File: src/rtl/ctrl_pkg.sv
// Shared encodings for the multicycle controller: states, opcodes, writeback selects.
// CTRL_ILLEGAL_TRAP_EN adds the TRAP state for unrecognised opcodes.
package ctrl_pkg;

    typedef enum logic [2:0] {
        ST_IDLE    = 3'b000,
        ST_FETCH   = 3'b001,
        ST_DECODE  = 3'b010,
        ST_EXECUTE = 3'b011,
        ST_MEM     = 3'b100,
        ST_WB      = 3'b101
`ifdef CTRL_ILLEGAL_TRAP_EN
        , ST_TRAP  = 3'b110
`endif
    } state_t;

    localparam logic [6:0] OP_R      = 7'b0110011;
    localparam logic [6:0] OP_IALU   = 7'b0010011;
    localparam logic [6:0] OP_LOAD   = 7'b0000011;
    localparam logic [6:0] OP_STORE  = 7'b0100011;
    localparam logic [6:0] OP_BRANCH = 7'b1100011;
    localparam logic [6:0] OP_JAL    = 7'b1101111;

    localparam logic [1:0] WB_ALU = 2'b00;
    localparam logic [1:0] WB_MEM = 2'b01;
    localparam logic [1:0] WB_PC4 = 2'b10;

    function automatic logic is_legal(input logic [6:0] op);
        return op inside {OP_R, OP_IALU, OP_LOAD, OP_STORE, OP_BRANCH, OP_JAL};
    endfunction

endpackage

File: src/rtl/temporizador_mem.sv
// Memory-wait timeout: counts consecutive ack-less cycles, fires on the 2^TIMEOUT_W-th.
module temporizador_mem #(
    parameter int TIMEOUT_W = 4
) (
    input  logic clk_i,
    input  logic rst_ni,
    input  logic clr,
    input  logic inc,
    output logic expired
);

    logic [TIMEOUT_W-1:0] cnt;

    always_ff @(posedge clk_i or negedge rst_ni) begin
        if (!rst_ni) begin
            cnt <= '0;
        end else if (clr) begin
            cnt <= '0;
        end else if (inc) begin
            cnt <= cnt + 1'b1;
        end
    end

    // Fires in the cycle that would be the 2^TIMEOUT_W-th miss, so an ack in that cycle wins.
    assign expired = inc && (cnt == '1);

endmodule

File: src/rtl/control_multiciclo.sv
// Multicycle CPU control FSM with memory-wait timeout and sticky error.
// CTRL_ILLEGAL_TRAP_EN: unrecognised opcodes trap instead of executing as NOP.
//
// state   | meaning
// IDLE    | waiting for run_i (ignored once err_o is set)
// FETCH   | instruction read, ir_we_o on ack
// DECODE  | latch opcode, dispatch
// EXECUTE | ALU op; branches update pc here
// MEM     | data load/store, stores update pc on ack
// WB      | register writeback and pc update
// TRAP    | illegal opcode, held until reset (macro builds only)
module control_multiciclo
    import ctrl_pkg::*;
#(
    parameter int TIMEOUT_W = 4
) (
    input  logic       clk_i,
    input  logic       rst_ni,
    input  logic       run_i,
    input  logic [6:0] opcode_i,
    input  logic       branch_taken_i,
    input  logic       mem_ack_i,
    output logic       mem_req_o,
    output logic       mem_we_o,
    output logic       ir_we_o,
    output logic       pc_we_o,
    output logic       pc_src_o,
    output logic       regwrite_o,
    output logic       alusrc_o,
    output logic       busy_o,
    output logic       err_o,
    output logic [1:0] wbsel_o,
    output logic [2:0] state_o
);

    state_t     state, state_next;
    logic [6:0] op_q;
    logic       err_q, err_set;
    logic       tmr_clr, tmr_inc, tmr_expired;
    state_t     end_choice;

    temporizador_mem #(.TIMEOUT_W(TIMEOUT_W)) u_tmr (
        .clk_i   (clk_i),
        .rst_ni  (rst_ni),
        .clr     (tmr_clr),
        .inc     (tmr_inc),
        .expired (tmr_expired)
    );

    assign end_choice = run_i ? ST_FETCH : ST_IDLE;
    assign tmr_inc    = ((state == ST_FETCH) || (state == ST_MEM)) && !mem_ack_i;
    assign tmr_clr    = (state_next != state) &&
                        ((state_next == ST_FETCH) || (state_next == ST_MEM));

    always_comb begin
        state_next = state;
        err_set    = 1'b0;
        case (state)
            ST_IDLE: begin
                if (run_i && !err_q) state_next = ST_FETCH;
            end
            ST_FETCH: begin
                if (mem_ack_i) begin
                    state_next = ST_DECODE;
                end else if (tmr_expired) begin
                    state_next = ST_IDLE;
                    err_set    = 1'b1;
                end
            end
            ST_DECODE: begin
                if (is_legal(opcode_i)) begin
                    state_next = ST_EXECUTE;
                end else begin
`ifdef CTRL_ILLEGAL_TRAP_EN
                    state_next = ST_TRAP;
                    err_set    = 1'b1;
`else
                    state_next = end_choice;
`endif
                end
            end
            ST_EXECUTE: begin
                if (op_q == OP_BRANCH)
                    state_next = end_choice;
                else if ((op_q == OP_LOAD) || (op_q == OP_STORE))
                    state_next = ST_MEM;
                else
                    state_next = ST_WB;
            end
            ST_MEM: begin
                if (mem_ack_i) begin
                    state_next = (op_q == OP_LOAD) ? ST_WB : end_choice;
                end else if (tmr_expired) begin
                    state_next = ST_IDLE;
                    err_set    = 1'b1;
                end
            end
            ST_WB: state_next = end_choice;
`ifdef CTRL_ILLEGAL_TRAP_EN
            ST_TRAP: state_next = ST_TRAP;
`endif
            default: state_next = ST_IDLE;
        endcase
    end

    always_ff @(posedge clk_i or negedge rst_ni) begin
        if (!rst_ni) begin
            state <= ST_IDLE;
            op_q  <= '0;
            err_q <= 1'b0;
        end else begin
            state <= state_next;
            if (state == ST_DECODE) op_q <= opcode_i;
            if (err_set) err_q <= 1'b1;
        end
    end

    always_comb begin
        mem_req_o  = 1'b0;
        mem_we_o   = 1'b0;
        ir_we_o    = 1'b0;
        pc_we_o    = 1'b0;
        pc_src_o   = 1'b0;
        regwrite_o = 1'b0;
        alusrc_o   = 1'b0;
        wbsel_o    = WB_ALU;
        busy_o     = (state != ST_IDLE);
        case (state)
            ST_FETCH: begin
                mem_req_o = 1'b1;
                ir_we_o   = mem_ack_i;
            end
            ST_DECODE: begin
`ifndef CTRL_ILLEGAL_TRAP_EN
                // Unknown opcode retires here as a NOP: step pc by 4.
                pc_we_o = !is_legal(opcode_i);
`endif
            end
            ST_EXECUTE: begin
                alusrc_o = (op_q == OP_IALU) || (op_q == OP_LOAD) || (op_q == OP_STORE);
                if (op_q == OP_BRANCH) begin
                    pc_we_o  = 1'b1;
                    pc_src_o = branch_taken_i;
                end
            end
            ST_MEM: begin
                mem_req_o = 1'b1;
                mem_we_o  = (op_q == OP_STORE);
                pc_we_o   = (op_q == OP_STORE) && mem_ack_i;
            end
            ST_WB: begin
                regwrite_o = 1'b1;
                pc_we_o    = 1'b1;
                pc_src_o   = (op_q == OP_JAL);
                if (op_q == OP_LOAD)
                    wbsel_o = WB_MEM;
                else if (op_q == OP_JAL)
                    wbsel_o = WB_PC4;
                else
                    wbsel_o = WB_ALU;
            end
            default: ;
        endcase
    end

    assign err_o   = err_q;
    assign state_o = state;

endmodule

File: config.mk
export PLATFORM = sky130hd
export DESIGN_NAME = control_multiciclo
export DESIGN_NICKNAME = d
export VERILOG_FILES = /design/src/rtl/ctrl_pkg.sv /design/src/rtl/temporizador_mem.sv /design/src/rtl/control_multiciclo.sv
export SDC_FILE = /design/constraint.sdc
export NUM_CORES = 1
export LEC_CHECK = 0
export BUFFER_PORTS_ARGS = -buffer_cell sky130_fd_sc_hd__buf_2
export CORE_MARGIN = 3
export CORE_UTILIZATION = 34
export CTS_CLUSTER_DIAMETER = 40
export DETAILED_ROUTE_END_ITERATION = 10
export GPL_TIMING_DRIVEN = 0
export PLACE_DENSITY = 0.66
export SYNTH_ARGS = -nofsm -noshare
export SYNTH_HDL_FRONTEND = slang
export SYNTH_SLANG_ARGS = --single-unit
File: constraint.sdc
create_clock -name clk_i -period 4.6 [get_ports clk_i]
set_clock_uncertainty 0.2 [all_clocks]
set_input_delay 1.15 -clock clk_i [delete_from_list [all_inputs] [get_ports clk_i]]
set_output_delay 1.15 -clock clk_i [all_outputs]
set_load 0.02 [all_outputs]
Yosys cells after proc, flatten, opt, wreduce, memory -nomap -nowiden
Cells that the tools add are included.

cells by class
  $add $sub $neg = 1
  eq/ne operators = 20
  mux-type cells = 27
  reduce and logical (&&, ||, !) cells = 18

operators with widths
  cell                                                  number
  equality test 7 bit (second input constant)           4
  equality test 7 x 6 -> 1 bit (second input constant)  3
  2-to-1 mux 3 bit                                      6
  one-hot mux 3 bit (6 select lines)                    1
  equality test 7 x 2 -> 1 bit (second input constant)  2
  equality test 7 x 5 -> 1 bit (second input constant)  2
  2-to-1 mux 1 bit                                      12
  equality test 3 bit (second input constant)           3
  2-to-1 mux 2 bit                                      4
  2-to-1 mux 4 bit                                      2
  equality test 3 x 1 -> 1 bit (second input constant)  2
  equality test 3 x 2 -> 1 bit (second input constant)  2
  nonzero test 6 bit                                    1
  logical AND 1 bit                                     5
  logical OR 1 bit                                      5
  adder 4 x 1 -> 4 bit (second input constant)          1
  equality test 4 bit (second input constant)           1
  one-hot mux 1 bit (4 select lines)                    1
  logical NOT 1 bit                                     3
  logical NOT 3 bit                                     1
  inequality test 3 bit                                 1
  nonzero test 3 bit                                    1
  one-hot mux 1 bit (2 select lines)                    1
  nonzero test 2 bit                                    1
  OR reduction 2 bit                                    1

word-level totals
  register bits after elaboration = 15
  input bits = 12
  output and inout bits = 14
  word-level logic and storage cells = 70

Depth between registers and ports, before layout
Gate-level depths: netlist of run 1.

  depth after elaboration = 11
  mapped depth = 6
  mapped depth without buffers = 6

Cells and area by module
From an unflattened synthesis of run 1, not the netlist that was laid out.

unflattened totals
  cells, all modules = 105
  area total of the unflattened synthesis = 1041.0 um2

by module, submodules not included
  module              instances  cells each  area an instance (um2)  sequential area each (um2)
  control_multiciclo  1          87          813.3                   275.3
  temporizador_mem    1          18          227.7                   100.1

Least setup slack after synthesis of run 1
No wires, ideal clock.

  path type = input to output
  start point = input opcode_i[2]
  end point = output pc_we_o
  arrival time = 2.272 ns
  data required time = 3.250 ns
  setup slack = 0.978 ns
  stages = 5
  path buffers = 0
  cell sequence = or2_2 > a221oi_1 > nor2b_1 > a211o_1 > a31oi_1

between the ends
  cells in the longest elaborated chain, start to end = 4
  elaborated cells between the ends (all ways) = 9
  classes of those cells = eq/ne (6); mux (1); reduce/logical (2)

ends and longest elaborated chain
  element                                               line                       text
  start, declared                                       control_multiciclo.sv:20   input logic [6:0] opcode_i,
  equality test 7 x 6 -> 1 bit (tied with other cells)  ctrl_pkg.sv:29             return op inside {OP_R, OP_IALU, OP_LOAD, OP_STORE, OP_BRANCH, OP_JAL};
  nonzero test 6 bit *                                  ctrl_pkg.sv:29
  logical NOT 1 bit *                                   control_multiciclo.sv:136  pc_we_o = !is_legal(opcode_i);
  one-hot mux 1 bit (4 select lines) *                  control_multiciclo.sv:128  case (state)
  end, declared                                         control_multiciclo.sv:26   output logic pc_we_o,

Every way passes the cells marked *; elsewhere a longest branch is shown, timed or not.

Worst setup path in the final report of run 1
Ends and elaborated chain as after synthesis.

==> reports/results.txt, run 1 <==
Final hold violation count: 0
Utilization after layout: 43.1%
Number of top-level design ports: 26
Maximum buffer depth of the clock tree: 2
Reg2Reg Setup Slack: 2460 ps
Timing-limited maximum frequency: 253 MHz
Number of clock sinks: 15
Flip-flop and latch count after synthesis: 15
MaxCap Viol Count: 0
Proportion of layout cells with a drive suffix above 1: 33.1%
RSZ-0062 raised after global routing: false
Wirelength per Cell: 14.1 µm
Mapped Cells: 110
Detailed-route via count: 924
Number of design-rule violations left by the first detailed-router iteration: 57
Worst VDD drop: 0.162 mV
Dominant cell type by area after synthesis: dfrtp_1
Count of hold buffers inserted by post-cts repair: 0
Vias/cell: 5.44
Share of Yosys cell area claimed by the top area cell type: 36.5%
Clock buffers created by TritonCTS: 3
Synth top area cells: dfrtp_1 (36%), mux2_2 (7.7%), nand2_1 (4.0%)
Maximum number of pins on one net before global-route repair: 16
Timing startpoint of the critical path: opcode_i[2]
Antenna violations before repair: 0
Die X: 61.0 µm
Worst path required time: 3250 ps
Pre-Repair DR Iteration Count: 4
Setup repair bufs after CTS: 0
Synth Flop Type: dfrtp_1
Reg2Reg Capture Point: u_tmr.cnt[3]$_DFFE_PN0P_
Detailed-route wire length: 2.39 mm
Die Y: 61.0 µm
Mean area per synthesized cell: 9.36 µm²
Share of the yosys chip area belonging to registers: 36.5%
Overall die area: 3730 µm²
Total power density per cell area: 580 nW/µm²
Pleak: 0.611 nW
Aggregate global routing overflow: 0
DRT antenna net count: 0
Min cycle time layout: 3960 ps
Tot GR Track Use: 13.5%
Period utilization: 86.1%
First-pass GRT wire length: 3.80 mm
Post-synth net total: 124
Antenna cells: 0
Cell depth of the worst flop-to-flop path: 6
Critical path destination: pc_we_o
Result of the run: finished clean
DRC violations left: 0
CORE AREA: 2830 µm²
Clock transition at the registers of the reported paths: 80 ps
Number of enable-type register cells in the synthesized netlist: 0
Class of the most critical setup path: primary input to primary output
Vias in the first global route: 832
Routability-driven placement congestion ratio: 0.811
Final setup vio count: 0
Ys Warns: 0
Reg-to-Reg Start: state_o[2]$_DFF_PN0_
Unique cell type count in the Yosys netlist: 42
Setup TNS: 0 ps
Insertion delay to the later sink of the worst-skew pair: 280 ps
Maximum fanout along the worst path: 4
Cell count of the worst hold path: 1
Startpoint type of the worst setup path: primary input
Kind of end point of the critical path: primary output
Net total in the final layout: 154
TritonCTS clock tree: yes
Mapped Area: 1030 µm²
Cts repair resizes: 0
Share of flip-flops with an asynchronous set or reset: 100%
CTS H-tree lvls: 1
Final number of max-transition violations: 0
Root buffer selected by CTS: clkbuf_4
Measured slew at the worst slew-check pin: 545 ps
I/O Buffers: 25
Floorplan row count: 19
Arrival time of data at the critical path endpoint: 2610 ps
Max-slew headroom at the worst pin: 63.7%
Worst min-delay path category: register to register
Detailed placer's ending HPWL: 1.89 mm
Effective utilization at floorplan: 36.4%
Area growth, synth to finish: 18.5%
[critical path, stage by stage]
cell and delay [ps]:
buf_2 110, or2_2 290, a221oi_1 510, nor2b_1 200, a211o_1 110, a31oi_1 70, buf_2 170
[metal layers]
layer | wire (µm) | part of all wire, % | up-vias | GRT usage [%]
li1 | - | - | 457 | -
met1 | 1100 | 46 | 445 | 17.4
met2 | 1200 | 50 | 20 | 22.7
met3 | 67 | 2.8 | 2 | 1.68
met4 | 26 | 1.1 | 0 | 5.57
met5 | 0 | 0 | - | 0
[cells in the mapped netlist (2+ instances only)]
library cell and number:
o21ai_0 3, xor2_1 3, o31ai_1 2, nand2b_1 2
nor2b_1 3, and3_1 2, dfrtp_1 15, nor2_1 10
nor3_1 7, nor4_1 2, buf_4 2, nand2_1 11
ha_1 2, inv_1 6, a21o_1 2, or3_1 3
a31oi_1 2, or2_2 2, nand3_1 2, mux2_2 7
[per-stage QoR]
| step | setup slack (ps) | hold slack [ps] | instance area [µm²] | instances | power [W] |
|---|---|---|---|---|---|
| after detailed placement | 641 | 265 | 1190 | 166 | 0.000633 |
| after floorplan | 978 | 306 | 1030 | 110 | 0.000533 |
| after CTS | 636 | 282 | 1220 | 170 | 0.000712 |
| after global placement | 631 | 264 | 1190 | 166 | 0.000623 |
| after global routing | 526 | 300 | 1220 | 170 | 0.000764 |
| final | 640 | 277 | 1220 | 170 | 0.000708 |
[logic make-up after synthesis]
kind of cell               Yosys count  share of synthesized area [%]
AOI/OAI and AO/OA                   19                           15.2
xor gates and xnor gates             4                           3.40
DFF                                 15                           36.5
adders and majority gates            2                           2.43
and+or+nand+nor                     52                           29.9
buffers and inverters               11                           4.98
muxes                                7                           7.66
[where the power goes]
part	leakage [nW]	internal [W]	switching (W)	total [W]
Combinational	0.405	0.000171	0.000224	0.000395
Clock	0.0150	0.0000336	0.0000409	0.0000745
Sequential	0.191	0.000184	0.0000541	0.000238
[sequential cells by signal, summed over array words and instances (netlist names)]
signal / cells
op_q: 7
u_tmr.cnt: 4
state_o: 3
err_o: 1
[cells in the final DEF, fill, tap and decap left out, types with 2 or more instances in the layout]
master,n
clkbuf_4,3
and3_1,2
nand2_1,11
nor3_1,7
nor2_1,10
o21ai_0,3
xor2_1,3
nor4_1,2
o31ai_1,2
or3_1,3
dfrtp_1,15
nand2b_1,2
a31oi_1,2
ha_1,2
clkbuf_1,2
inv_1,6
nor2b_1,3
buf_2,26
buf_4,2
mux2_2,7
or2_2,2
nand3_1,2
a21o_1,2
[area by class of cell]
cell class              count  area (µm²)
flip-flops and latches     15         375
fillers                   297        1610
inverters                   6        22.5
clock buffers               4        26.3
well taps                  31        38.8
repair buffers             25         125
multi-input cells          84         603
plain buffers               5        28.8
[how the worst min path moves through the flow]
| stage | startpoint | end | slack, ps |
|---|---|---|---|
| 6_report | err_o$_DFFE_PN0P_ | err_o$_DFFE_PN0P_ | 280 |
| 3_5_place_dp | err_o$_DFFE_PN0P_ | err_o$_DFFE_PN0P_ | 260 |
| 2_1_floorplan | u_tmr.cnt[3]$_DFFE_PN0P_ | u_tmr.cnt[3]$_DFFE_PN0P_ | 310 |
| 4_1_cts | err_o$_DFFE_PN0P_ | err_o$_DFFE_PN0P_ | 280 |
| 3_3_place_gp | err_o$_DFFE_PN0P_ | err_o$_DFFE_PN0P_ | 260 |
| 5_1_grt | err_o$_DFFE_PN0P_ | err_o$_DFFE_PN0P_ | 300 |
Power figures use the tool's default switching activity.
==> run 2: changes to the inputs <==
Settings changed: CORE_UTILIZATION 34 to 56, PLACE_DENSITY 0.66 to 0.94, SYNTH_HIERARCHICAL from default to 1.
==> run 2 against run 1 <==
First-iteration DRC count decreased by 21%. Routed wire length increased by 1.7%. Sequential power grew 3%. Cell count fell by 7.1%. Worst hold slack improved by 18 ps. Area after synthesis rose by 1.1%. Power is 8.1% higher. Count of clock-buffer cells in the layout unchanged. Global-route usage is 8.6 points higher. Critical path type is now primary input to register. Critical endpoint is now u_tmr/cnt[3]$_DFFE_PN0P_.
==> reports/results.txt, run 2 <==
Detailed-route via count: 935 (was 924)
Hold path start: err_o$_DFFE_PN0P_ (unchanged)
Kind of end point of the critical path: register (was primary output)
Antenna violations before repair: 0 (unchanged)
Sw Pwr: 0.000351 W (was 0.000319 W)
Final design area excluding fillers: 1220 µm² (about the same)
Ys Warns: 6 (was 0)
Final number of max-transition violations: 0 (unchanged)
Total power density per cell area: 625 nW/µm² (was 580 nW/µm²)
Commonest cells after routing, fill and taps aside: buf_2 (26), dfrtp_1 (15), nand2_1 (12) (was buf_2 (26), dfrtp_1 (15), nand2_1 (11))
Reg-to-Reg Start: state_o[0]$_DFF_PN0_ (was state_o[2]$_DFF_PN0_)
Largest register FFs: 7 (unchanged)
Synth cell count leaders: dfrtp_1 (15), nand2_1 (12), mux2_2 (7), nor2_1 (7) (was dfrtp_1 (15), nand2_1 (11), nor2_1 (10))
Pre-Repair DR Iteration Count: 4 (unchanged)
Class of the most critical setup path: primary input to register (was primary input to primary output)
Count of hold buffers inserted by post-cts repair: 0 (unchanged)
Max-slew headroom at the worst pin: 54.0% (was 63.7%)
Most repeated cell in the gate-level netlist after synthesis: dfrtp_1 (unchanged)
Die X: 49.1 µm (was 61.0 µm)
Vias in the first global route: 915 (was 832)
First-pass GRT wire length: 4.26 mm (was 3.80 mm)
Pleak: 0.609 nW (was 0.611 nW)
Number of enable-type register cells in the synthesized netlist: 0 (unchanged)
Measured slew at the worst slew-check pin: 688 ps (was 545 ps)
Mapped Area: 1040 µm² (was 1030 µm²)
Clock transition at the registers of the reported paths: 90 ps (was 80 ps)
Timing-limited maximum frequency: 281 MHz (was 253 MHz)
Detailed placer's ending HPWL: 1.82 mm (was 1.89 mm)
Arrival time of data at the critical path endpoint: 3530 ps (was 2610 ps)
CORE AREA: 1630 µm² (was 2830 µm²)
Insertion delay to the later sink of the worst-skew pair: 280 ps (about the same)
I/O Buffers: 25 (unchanged)
Vias/cell: 5.92 (was 5.44)
Logic gate share of total power: 58.1% (was 55.9%)
TritonCTS clock tree: yes (unchanged)
Worst path required time: 4570 ps (was 3250 ps)
Synth Flop Type: dfrtp_1 (unchanged)
Fillers: 121 (was 297)
Area growth, synth to finish: 17.4% (was 18.5%)
DRC violations left: 0 (unchanged)
Wirelength per Cell: 15.4 µm (was 14.1 µm)
Routability-driven placement congestion ratio: 0.867 (was 0.811)
Final setup vio count: 0 (unchanged)
Cell depth of the worst flop-to-flop path: 12 (was 6)
Delay of the slowest critical-path stage: 600 ps (was 510 ps)
Number of clock sinks: 15 (unchanged)
Final hold violation count: 0 (unchanged)
Proportion of layout cells with a drive suffix above 1: 38.1% (was 33.1%)
Startpoint type of the worst setup path: primary input (unchanged)
Min cycle time layout: 3550 ps (was 3960 ps)
Setup repair bufs after CTS: 0 (unchanged)
Cell area after placement: 1200 µm² (was 1190 µm²)
CTS H-tree lvls: 1 (unchanged)
Reg2Reg Capture Point: u_tmr/cnt[3]$_DFFE_PN0P_ (was u_tmr.cnt[3]$_DFFE_PN0P_)
Unique cell type count in the Yosys netlist: 44 (was 42)
Internal power consumption: 0.000414 W (was 0.000389 W)
Aggregate global routing overflow: 0 (unchanged)
Root buffer selected by CTS: clkbuf_4 (unchanged)
Maximum number of pins on one net before global-route repair: 16 (unchanged)
Floorplan row count: 14 (was 19)
Maximum buffer depth of the clock tree: 2 (unchanged)
Cell count of the worst hold path: 1 (unchanged)
Cts repair resizes: 0 (unchanged)
Setup TNS: 0 ps (unchanged)
Crit path buffers/inverters: 2 (unchanged)
Utilization after layout: 75.0% (was 43.1%)
Overall die area: 2410 µm² (was 3730 µm²)
Share of Yosys cell area claimed by the top area cell type: 36.1% (was 36.5%)
Cell family with the largest share of critical-path delay: compound AO/OA/AOI/OAI gates (unchanged)
DRT antenna net count: 0 (unchanged)
Clock share of power: 10.0% (was 10.5%)
Mapped Cells: 105 (was 110)
Antenna cells: 0 (unchanged)
Total area of sequential cells: 375 µm² (unchanged)
Critical Path Slowest Stage Cell: o31ai_1 (was a221oi_1)
Worst min-delay path category: register to register (unchanged)
Worst VDD drop: 0.486 mV (was 0.162 mV)
Post-synth net total: 118 (was 124)
Hold Path Sink: err_o$_DFFE_PN0P_ (unchanged)
Mean area per synthesized cell: 9.91 µm² (was 9.36 µm²)
Effective utilization at floorplan: 63.9% (was 36.4%)
Period utilization: 77.2% (was 86.1%)
Result of the run: finished clean (unchanged)
Reg2Reg Setup Slack: 1400 ps (was 2460 ps)
Detailed-route wire length: 2.43 mm (was 2.39 mm)
Share of flip-flops with an asynchronous set or reset: 100% (unchanged)
Maximum fanout along the worst path: 7 (was 4)
Number of stages on the worst setup path: 11 (was 7)
RSZ-0062 raised after global routing: false (unchanged)
Flip-flop and latch count after synthesis: 15 (unchanged)
Number of top-level design ports: 26 (unchanged)
Number of design-rule violations left by the first detailed-router iteration: 45 (was 57)
Cell with the most instances on the worst path: nor2_1 (was buf_2)
Share of the yosys chip area belonging to registers: 36.1% (was 36.5%)
PnR Total Power: 0.000765 W (was 0.000708 W)
Synth top area cells: dfrtp_1 (36%), mux2_2 (7.6%), nand2_1 (4.3%) (was dfrtp_1 (36%), mux2_2 (7.7%), nand2_1 (4.0%))
Dominant cell type by area after synthesis: dfrtp_1 (unchanged)
MaxCap Viol Count: 0 (unchanged)
Leading cell type in the layout, fill and taps excluded: buf_2 (unchanged)
Ordered cell list for the critical path: buf_2 > nor3_1 > buf_6 > and4_1 > nor2_1 > nand2_1 > o21ai_0 > a221o_1 > o31ai_1 > nor2_1 > mux2_4 (was buf_2 > or2_2 > a221oi_1 > nor2b_1 > a211o_1 > a31oi_1 > buf_2)
Power share of the sequential group: 31.9% (was 33.6%)
Die Y: 49.1 µm (was 61.0 µm)
Switching Share: 45.9% (was 45.1%)
Clock buffers created by TritonCTS: 3 (unchanged)
Tot GR Track Use: 22.0% (was 13.5%)
Register with the highest flop count: op_q (unchanged)
Multi-input combinational cell area: 606 µm² (was 603 µm²)
Net total in the final layout: 148 (was 154)
[run 2: changes by cell type after synthesis, moves of 3 or more]
cell and change:
a21oi_1 +4, inv_1 -3, nor2_1 -3, xor2_1 -3
[run 2: kinds of logic after synthesis]
kind of cell / synth area share (%)
AOI/OAI and AO/OA: 13.2
and+or+nand+nor: 32.1
adders and majority gates: 1.20
xor gates and xnor gates: 1.68
DFF: 36.1
buffers and inverters: 5.77
muxes: 9.98
[run 2: layout make-up]
cell class | count | share of cell area, %
Tap cell | 24 | 2.46
Clock buffer | 4 | 2.15
Multi-Input combinational cell | 82 | 49.5
Inverter | 3 | 0.921
Timing Repair Buffer | 25 | 10.2
Sequential cell | 15 | 30.7
Buffer | 5 | 3.99
[run 2: worst max path at each step]
stage	from	to	slack, ps
final	mem_ack_i	u_tmr/cnt[3]$_DFFE_PN0P_	1050
after global routing	mem_ack_i	u_tmr/cnt[3]$_DFFE_PN0P_	850
after CTS	opcode_i[4]	pc_we_o	1050
after detailed placement	mem_ack_i	u_tmr/cnt[3]$_DFFE_PN0P_	800
after global placement	mem_ack_i	u_tmr/cnt[3]$_DFFE_PN0P_	900
after floorplan	state_o[0]$_DFF_PN0_	pc_src_o	1280
[run 2: power by group through the flow]
stage	logic (W)	registers (W)	clock network, W
global placement	0.000418	0.000240	0
floorplan	0.000322	0.000248	0
finish	0.000444	0.000244	0.0000765
global route	0.000489	0.000252	0.0000878
CTS	0.000442	0.000242	0.0000803
detailed placement	0.000439	0.000245	0
[run 2: metal layers]
layer / vias to the layer above / global-route usage (%) / wire length [µm]
met3: 2 / 2.75 / 161
met2: 44 / 36.8 / 1210
met1: 444 / 30.4 / 1050
li1: 445 / - / -
met5: - / 0 / 0
met4: 0 / 4.27 / 12
[run 2: metrics by stage]
step                      setup slack, ps  instances  hold WS, ps
after floorplan                      1280        105          304
after global placement                904        154          275
after detailed placement              795        154          276
after CTS                            1050        158          300
after global routing                  853        158          326
final                                1050        158          295
==> run 3: changes to the inputs <==
Settings changed: ABC_AREA from default to 1, CORE_UTILIZATION 56 to 46, PLACE_DENSITY 0.94 to 0.85.
Clock period 4.6 ns to 3.06 ns, I/O delays scaled along.
==> run 3 against run 2 <==
Core utilization down 14 points. Global-route usage down 4.1 points. Worst hold slack worse by 130 ps. Area after synthesis down 4.0%. Sequential share of layout area up 0.15 points. Non-clock buffer count down 1. First-iteration DRC count down 33%. Critical path depth up 7.
==> reports/results.txt, run 3 <==
Flip-flop and latch count after synthesis: 15 (unchanged)
DRC violations left: 0 (unchanged)
TritonCTS clock tree: yes (unchanged)
Total area of sequential cells: 379 µm² (was 375 µm²)
Clock buffers created by TritonCTS: 3 (unchanged)
Vias/cell: 5.06 (was 5.92)
Mapped Cells: 148 (was 105)
Vias in the first global route: 909 (was 915)
First-pass GRT wire length: 3.69 mm (was 4.26 mm)
DRT antenna net count: 0 (unchanged)
Overall die area: 2770 µm² (was 2410 µm²)
Worst hold margin: 161 ps (was 295 ps)
Ys Warns: 6 (unchanged)
Root buffer selected by CTS: clkbuf_4 (unchanged)
Most congested layer reported by global routing: met2 (unchanged)
Setup TNS: 0 ps (unchanged)
Number of enable-type register cells in the synthesized netlist: 0 (unchanged)
Power share of the sequential group: 52.4% (was 31.9%)
Insertion delay to the later sink of the worst-skew pair: 290 ps (was 280 ps)
Final design area excluding fillers: 1230 µm² (was 1220 µm²)
Number of clock sinks: 15 (unchanged)
Internal power consumption: 0.000365 W (was 0.000414 W)
Detailed placer's ending HPWL: 1.82 mm (about the same)
Net total in the final layout: 194 (was 148)
Fillers: 176 (was 121)
Maximum fanout along the worst path: 7 (unchanged)
Routing usage on met2: 31.0% (was 36.8%)
Leading cell type in the layout, fill and taps excluded: nand2_1 (was buf_2)
Commonest cells after routing, fill and taps aside: nand2_1 (44), buf_2 (26), inv_1 (21) (was buf_2 (26), dfrtp_1 (15), nand2_1 (12))
Largest register FFs: 7 (unchanged)
Dominant cell type by area after synthesis: dfrtp_1 (unchanged)
Final hold violation count: 0 (unchanged)
Period utilization: 92.5%
Synth cell count leaders: nand2_1 (44), inv_1 (21), nor2_1 (20) (was dfrtp_1 (15), nand2_1 (12), mux2_2 (7), nor2_1 (7))
Worst VDD drop: 0.320 mV (was 0.486 mV)
Measured slew at the worst slew-check pin: 340 ps (was 688 ps)
Final Instance Count excl. Fillers: 207 (was 158)
Arrival time of data at the critical path endpoint: 2860 ps (was 3530 ps)
Crit path buffers/inverters: 2 (unchanged)
Total power density per cell area: 472 nW/µm² (was 625 nW/µm²)
Worst path required time: 3090 ps (was 4570 ps)
Logic gate share of total power: 27.2% (was 58.1%)
Startpoint type of the worst setup path: register (was primary input)
Effective utilization at floorplan: 49.9% (was 63.9%)
Share of flip-flops with an asynchronous set or reset: 100% (unchanged)
Share of Yosys cell area claimed by the top area cell type: 37.5% (was 36.1%)
Pre-Repair DR Iteration Count: 5 (was 4)
Multi-input combinational cell area: 539 µm² (was 606 µm²)
Worst min-delay path category: primary input to async pin (was register to register)
Max-slew headroom at the worst pin: 77.4% (was 54.0%)
Mean area per synthesized cell: 6.75 µm² (was 9.91 µm²)
Pleak: 0.670 nW (was 0.609 nW)
CORE AREA: 2000 µm² (was 1630 µm²)
Antenna cells: 0 (unchanged)
Share of the yosys chip area belonging to registers: 37.5% (was 36.1%)
Critical Path Slowest Stage Cell: dfrtp_2 (was o31ai_1)
Delay of the slowest critical-path stage: 460 ps (was 600 ps)
Met1 usage in global routing: 21.5% (was 30.4%)
Sw Pwr: 0.000215 W (was 0.000351 W)
Die Y: 52.6 µm (was 49.1 µm)
Min cycle time layout: 2830 ps
Detailed-route via count: 1047 (was 935)
Register with the highest flop count: op_q (unchanged)
Switching Share: 37.0% (was 45.9%)
Final number of max-transition violations: 0 (unchanged)
Result of the run: finished clean (unchanged)
Tot GR Track Use: 18.0% (was 22.0%)
Detailed-route wire length: 2.35 mm (was 2.43 mm)
Maximum number of pins on one net before global-route repair: 16 (unchanged)
Maximum buffer depth of the clock tree: 2 (unchanged)
Aggregate global routing overflow: 0 (unchanged)
Wirelength per Cell: 11.4 µm (was 15.4 µm)
MaxCap Viol Count: 0 (unchanged)
Die X: 52.6 µm (was 49.1 µm)
Clock transition at the registers of the reported paths: 100 ps (was 90 ps)
Clock share of power: 20.4% (was 10.0%)
Area growth, synth to finish: 22.9% (was 17.4%)
CTS H-tree lvls: 1 (unchanged)
Synth top area cells: dfrtp_1 (38%), nand2_1 (17%), inv_1 (7.9%) (was dfrtp_1 (36%), mux2_2 (7.6%), nand2_1 (4.3%))
Synth Flop Type: dfrtp_1 (unchanged)
Proportion of layout cells with a drive suffix above 1: 28.9% (was 38.1%)
Ordered cell list for the critical path: inv_1 > nor3_2 > inv_1 > a21oi_4 > nand2_1 > nor2_1 > nor2_1 > a22oi_1 > nand2_1 > nand2_1 > nand2_1 > nor2_2 > nor2_1 > nor2_2 > nor2_2 > nor2_1 > nor2_1 > nor2_1 (was buf_2 > nor3_1 > buf_6 > and4_1 > nor2_1 > nand2_1 > o21ai_0 > a221o_1 > o31ai_1 > nor2_1 > mux2_4)
Count of hold buffers inserted by post-cts repair: 0 (unchanged)
Cell family with the largest share of critical-path delay: simple AND/OR/NAND/NOR gates (was compound AO/OA/AOI/OAI gates)
Post-synth net total: 161 (was 118)
Kind of end point of the critical path: register (unchanged)
Number of top-level design ports: 26 (unchanged)
Most repeated cell in the gate-level netlist after synthesis: nand2_1 (was dfrtp_1)
Timing-limited maximum frequency: 353 MHz
Number of design-rule violations left by the first detailed-router iteration: 30 (was 45)
Final setup vio count: 0 (unchanged)
Class of the most critical setup path: register to register (was primary input to register)
Unique cell type count in the Yosys netlist: 22 (was 44)
Cell area after placement: 1160 µm² (was 1200 µm²)
Utilization after layout: 61.4% (was 75.0%)
Number of placed instances, taps included: 200 (was 154)
Routability-driven placement congestion ratio: 0.829 (was 0.867)
Antenna violations before repair: 0 (unchanged)
Cell with the most instances on the worst path: nor2_1 (unchanged)
Mapped Area: 1000 µm² (was 1040 µm²)
I/O Buffers: 25 (unchanged)
Grt met3 use: 3.42% (was 2.75%)
Floorplan row count: 16 (was 14)
## run 3: metrics by stage
| stage | power (W) | setup slack [ps] |
|---|---|---|
| after global routing | 0.000616 | -10.3 |
| after CTS | 0.000577 | 33.3 |
| after global placement | 0.000447 | 190 |
| after detailed placement | 0.000461 | 127 |
| final | 0.000579 | 231 |
| after floorplan | 0.000410 | 323 |
## run 3: worst paths after layout
path                                             to  cells after the start                  from  slack (ps)
max                        u_tmr/cnt[3]$_DFFE_PN0P_                     18  state_o[0]$_DFF_PN0_         230
min                             op_q[1]$_DFFE_PN0N_                      1                rst_ni         160
max reg2reg                u_tmr/cnt[3]$_DFFE_PN0P_                     18  state_o[0]$_DFF_PN0_         230
min reg2reg                     op_q[1]$_DFFE_PN0N_                      2   op_q[1]$_DFFE_PN0N_         290
max in group asynchronous      state_o[1]$_DFF_PN0_                      1                rst_ni        2230
min in group clk_i              op_q[1]$_DFFE_PN0N_                      2   op_q[1]$_DFFE_PN0N_         290
## run 3: area by class of cell
class | instances | share of cell area [%]
multi-input combinational | 107 | 43.9
sequential | 15 | 30.9
timing repair buffer | 28 | 12.0
inverter | 25 | 7.64
tap | 27 | 2.75
clock buffer | 3 | 1.83
clock inverter | 1 | 0.611
buffer | 1 | 0.407
## run 3: repair_timing
action                     CTS  global route
gates resized for setup      0             5
setup buffers                0             3
setup endpoints to repair    0             3
## run 3: cells by family (layout without fill, tap and decap cells)
family,Yosys count,in the layout,synth area share [%]
flops,15,15,37.5
fa+ha+maj,1,1,1.25
simple gates,91,91,42.3
buf+inv,26,58,9.89
xor+xnor,1,1,0.876
compound gates,14,14,8.14
## run 3: power groups by stage
stage	combinational (W)	sequential (W)	clock, W
3_5_place_dp	0.000155	0.000306	0
3_3_place_gp	0.000146	0.000300	0
6_report	0.000158	0.000304	0.000118
4_1_cts	0.000156	0.000302	0.000119
5_1_grt	0.000178	0.000310	0.000128
2_1_floorplan	0.000114	0.000296	0
## run 3: metal layers
layer,up-vias,routed length (µm)
met1,475,1010
met2,38,1160
met4,0,20
met5,-,0
li1,532,-
met3,2,166
